==> src/rtl/uart_pkg.sv <==
// Shared UART types and constants for the transmit and receive paths.
package uart_pkg;

  typedef enum logic [1:0] {
    IDLE  = 2'd0,
    START = 2'd1,
    DATA  = 2'd2,
    STOP  = 2'd3
  } uart_tx_state_t;

  localparam int   UART_DATA_BITS            = 8;
  localparam logic UART_IDLE_LEVEL           = 1'b1;
  localparam int   UART_DEFAULT_CLKS_PER_BIT = 5208;

endpackage

==> src/rtl/uart_baud_counter.sv <==
// Free-running bit-period counter; bit_end marks the last clock of each serial bit.
module uart_baud_counter #(
  parameter int CLKS_PER_BIT = 5208
) (
  input  logic clk,
  input  logic rst,
  input  logic clear,
  output logic bit_end
);

  localparam int CNT_W = $clog2(CLKS_PER_BIT);
  localparam logic [CNT_W-1:0] CNT_MAX = CNT_W'(CLKS_PER_BIT - 1);

  logic [CNT_W-1:0] count;

  assign bit_end = (count == CNT_MAX);

  // NOTE: sequential state uses non-blocking (<=) so every flop samples pre-edge values.
  always_ff @(posedge clk) begin
    if (rst || clear) begin
      count <= '0;
    end else if (bit_end) begin
      count <= '0;
    end else begin
      count <= count + 1'b1;
    end
  end

endmodule

==> src/rtl/uart_tx_serializer.sv <==
// 8N1 UART transmitter: start bit, LSB-first data, one stop bit; all outputs registered.
module uart_tx_serializer
  import uart_pkg::*;
#(
  parameter int CLKS_PER_BIT = UART_DEFAULT_CLKS_PER_BIT,
  parameter int DATA_BITS    = UART_DATA_BITS
) (
  input  logic       clk,
  input  logic       rst,
  input  logic       tx_start,
  input  logic [7:0] tx_data,
  output logic       tx,
  output logic       tx_busy,
  output logic       tx_done
);

  localparam int IDX_W = $clog2(DATA_BITS);
  localparam logic [IDX_W-1:0] LAST_IDX = IDX_W'(DATA_BITS - 1);

  uart_tx_state_t       state, state_next;
  logic [DATA_BITS-1:0] shift, shift_next;
  logic [IDX_W-1:0]     bit_idx, idx_next;
  logic                 tx_next, busy_next, done_next;
  logic                 bit_end;

  // Holding the counter clear in IDLE makes START begin at count 0.
  uart_baud_counter #(
    .CLKS_PER_BIT(CLKS_PER_BIT)
  ) u_baud (
    .clk    (clk),
    .rst    (rst),
    .clear  (state == IDLE),
    .bit_end(bit_end)
  );

  // NOTE: every output of this block gets a default first, so no path can infer a latch.
  always_comb begin
    state_next = state;
    shift_next = shift;
    idx_next   = bit_idx;
    tx_next    = UART_IDLE_LEVEL;
    busy_next  = 1'b1;
    done_next  = 1'b0;
    unique case (state)
      IDLE: begin
        busy_next = 1'b0;
        if (tx_start) begin
          state_next = START;
          shift_next = tx_data;
          tx_next    = 1'b0;
          busy_next  = 1'b1;
        end
      end
      START: begin
        tx_next = 1'b0;
        if (bit_end) begin
          state_next = DATA;
          idx_next   = '0;
          tx_next    = shift[0];
        end
      end
      DATA: begin
        tx_next = shift[0];
        if (bit_end) begin
          shift_next = {1'b0, shift[DATA_BITS-1:1]};
          idx_next   = bit_idx + 1'b1;
          tx_next    = shift[1];
          if (bit_idx == LAST_IDX) begin
            state_next = STOP;
            tx_next    = UART_IDLE_LEVEL;
          end
        end
      end
      STOP: begin
        if (bit_end) begin
          state_next = IDLE;
          busy_next  = 1'b0;
          done_next  = 1'b1;
        end
      end
      default: begin
        state_next = IDLE;
        busy_next  = 1'b0;
      end
    endcase
  end

  // Outputs are flopped from next-state values so they line up with the state they describe.
  always_ff @(posedge clk) begin
    if (rst) begin
      state   <= IDLE;
      shift   <= '0;
      bit_idx <= '0;
      tx      <= UART_IDLE_LEVEL;
      tx_busy <= 1'b0;
      tx_done <= 1'b0;
    end else begin
      state   <= state_next;
      shift   <= shift_next;
      bit_idx <= idx_next;
      tx      <= tx_next;
      tx_busy <= busy_next;
      tx_done <= done_next;
    end
  end

endmodule

==> config.mk <==
export PLATFORM = sky130hd
export DESIGN_NAME = uart_tx_serializer
export DESIGN_NICKNAME = d
export VERILOG_FILES = /design/src/rtl/uart_pkg.sv /design/src/rtl/uart_baud_counter.sv /design/src/rtl/uart_tx_serializer.sv
export SDC_FILE = /design/constraint.sdc
export NUM_CORES = 1
export LEC_CHECK = 0
export ABC_AREA = 1
export ABC_CLOCK_PERIOD_IN_PS = 3300
export CORE_MARGIN = 10
export CORE_UTILIZATION = 55
export CTS_CLUSTER_DIAMETER = 150
export DETAILED_ROUTE_END_ITERATION = 10
export GPL_TIMING_DRIVEN = 0
export PLACE_DENSITY = 0.76
export SYNTH_ARGS = -nofsm -noshare
export SYNTH_HDL_FRONTEND = slang
export SYNTH_HIERARCHICAL = 1
export SYNTH_SLANG_ARGS = --single-unit
==> constraint.sdc <==
create_clock -name clk -period 3.3 [get_ports clk]
set_clock_uncertainty 0.1 [all_clocks]
set_input_delay 0.825 -clock clk [delete_from_list [all_inputs] [get_ports clk]]
set_output_delay 0.825 -clock clk [all_outputs]
set_load 0.02 [all_outputs]
==> summary.md <==
| Metric | Value |
|---|---|
| DP Wirelength | `2.226 mm` |
| Yosys reg bits | `29` |
| Detail Route Antenna Nets | `0` |
| Number of global-route vias before repair | `1278` |
| Filler cell count | `264` |
| Die ar. | `0.005414 mm2` |
| CP max stage delay | `0.60 ns` |
| DR pass1 iterations | `4` |
| DIE WIDTH | `73.58 um` |
| Top cells by count, synth | `nand2_1 (63), nor2_1 (35), dfxtp_1 (29), inv_1 (29)` |
| Final nets | `266` |
| GRT Total Usage | `0.1183` |
| Least-Margin Pin Slew | `0.3367 ns` |
| Max Clk Rate | `0.4632 GHz` |
| Post-CTS Setup Bufs | `0` |
| Final worst path period share | `0.6542` |
| Cells after Synth | `226` |
| First-pass GRT wire length | `5.230 mm` |
| Initial Utilization | `0.5726` |
| YS warnings | `6` |
| Final Util | `0.6593` |
| Data required, critical path | `2.37 ns` |
| Clk root buf | `clkbuf_4` |
| Initial antenna violation count | `0` |
| Leak | `0.7831 nW` |
| CTS tree | `built` |
| CTS Sinks | `29` |
| Global placer's final weighted congestion | `0.8246` |
| Bufs and invs on worst path | `1` |
| FF-to-FF setup slack | `1.40 ns` |
| Tightest Hold Check Type | `reg -> reg` |
| Final wirelength | `2.920 mm` |
| Placed Cells | `270` |
| CTS resizes | `0` |
| Die extent in y | `73.58 um` |
| Outcome | `complete, no violations` |
| Buffers from clock root to sink, at most | `2` |
| Worst-path cell chain | `clkdlybuf4s50_1` |
| Largest net degree at the start of global routing | `11` |
| CP Launch Type | `flip-flop` |
| Mapped Nets | `246` |
| Multi-input logic area | `842.1 um2` |
| Mapped Area | `0.001579 mm2` |
| Final setup TNS | `0 ns` |
| Crit Path Class | `reg -> out` |
| Slowest CP cell | `clkdlybuf4s50_1` |
| Largest delay contributor family on the critical path | `buffers and inverters` |
| CTS Hold Bufs | `0` |
| Post-synth EDFFs | `0` |
| Max Cap Viol | `0` |
| Share of cells above drive strength 1 | `0.1134` |
| Routed len/inst | `10.50 um` |
| DRC | `0` |
| Slew Limit Fails | `0` |
| Fin area | `0.001818 mm2` |
| DR vias | `1363` |
| DP Area | `0.001748 mm2` |
| Critical path depth in cells | `1` |
| Register area | `580.6 um2` |
| H-Tree Depth | `2` |
| Post-synth ARST share | `0` |
| Worst path arrival time | `1.23 ns` |
| Reg clk slew, reported paths | `0.08 ns` |
| Hold Violations, Final | `0` |
| Vias per cell | `4.903` |
| Area leader, netlist | `dfxtp_1` |
| Clk_lat worst skew | `0.32 ns` |
| Power Total | `1.122 mW` |
| Initial DRC Count | `98` |
| Core box area | `0.002758 mm2` |
| Slew headroom | `0.7750` |
| Power per cell area | `617.1 mW/mm2` |
| P&R area growth vs syn | `15.13%` |
| Yosys cell types | `23` |
| Endpoints failing setup | `0` |
| Dominant synthesized flop cell | `dfxtp_1` |
| Synth area leaders | `dfxtp_1 (37%), nand2_1 (15%), nor2_1 (8.3%)` |
| Post-synthesis sequential area ratio | `0.3677` |
| Num CTS Buffers | `5` |
| Peak VDD IR | `0.0005887 V` |
| Setup crit end kind | `primary output` |
| Min cycle time layout | `2.159 ns` |
| Post-synth top area share | `0.3677` |
| Unrepaired setup endpoints after global routing | `no` |
| Count of input and output buffers | `13` |
| Hold path cells | `1` |
| Row count | `19` |
| Aggregate global routing overflow | `0` |
| Worst-case reg-to-reg path depth | `12` |
| Finished Layout Cells | `278` |
| Avg Inst Size Synth | `6.987 um2` |
| Ant diodes | `0` |
| Most common cell in the synthesized netlist | `nand2_1` |
| Num ports | `14` |
| CP Max Fanout | `1` |
## layout by cell type (no fill, tap or decap), types with 2 or more instances in the layout
master           Yosys  final
a21oi_1              8      8
a21oi_2              3      3
buf_2                2      2
buf_6                3      3
clkbuf_4             0      5
clkbuf_8             0      2
clkdlybuf4s50_1      0     13
dfxtp_1             29     29
ha_1                 9      9
inv_1               29     29
nand2_1             63     63
nand2_2              6      6
nand3_1              6      6
nand4_1              9      9
nor2_1              35     35
nor2_4               2      2
o21ai_0              9      9
xnor2_1              2      2
xor2_1               4      4
## sequential cells by signal (all words and copies together) (netlist names)
| name | flops |
|---|---|
| bit_idx | 3 |
| shift | 8 |
| state | 2 |
| tx | 1 |
| tx_busy | 1 |
| tx_done | 1 |
| u_baud/count | 13 |
## area by class of cell
cell class,instances,share of cell area
buffer,5,0.02409
clock buffer,7,0.03579
sequential,29,0.3193
clock inverter,1,0.002753
inverter,30,0.06194
timing repair buffer,13,0.07158
tap,31,0.02134
multi-input combinational,162,0.4632
## cell families (layout without fill, tap and decap cells)
family | after synthesis | count (layout) | share of synthesized area
xor gates and xnor gates | 6 | 6 | 0.03328
adders and majority gates | 9 | 9 | 0.07132
and+or+nand+nor | 126 | 126 | 0.3534
AOI/OAI and AO/OA | 21 | 21 | 0.07528
DFF | 29 | 29 | 0.3677
buffers and inverters | 35 | 56 | 0.09904
## stage by stage
stage	worst slack, ns	hold WS [ns]
4_1_cts	1.122	0.3695
2_1_floorplan	1.612	0.3299
3_3_place_gp	1.049	0.3420
3_5_place_dp	1.049	0.3522
5_1_grt	1.096	0.3946
6_report	1.141	0.3655
## layer usage
layer,GRT usage,vias to the layer above,part of all wire
met5,0,-,0
met4,0.05176,0,0.012
met3,0.04441,5,0.060
met2,0.1761,27,0.41
met1,0.1480,591,0.51
li1,-,740,-
## path summary, 6_finish.rpt
| kind | startpoint | end |
|---|---|---|
| worst max-delay path | tx_done | tx_done |
| worst min-delay path | bit_idx[0] | bit_idx[0] |
| worst max register to register | u_baud/count[0] | shift[2] |
| worst min register to register | bit_idx[0] | bit_idx[0] |
## report_power, final
part	switching (mW)	leakage [nW]	internal, mW
Combinational	0.253	0.505	0.179
Sequential	0.0357	0.237	0.412
Clock	0.119	0.0413	0.123
(Power assumes the default switching activity.)
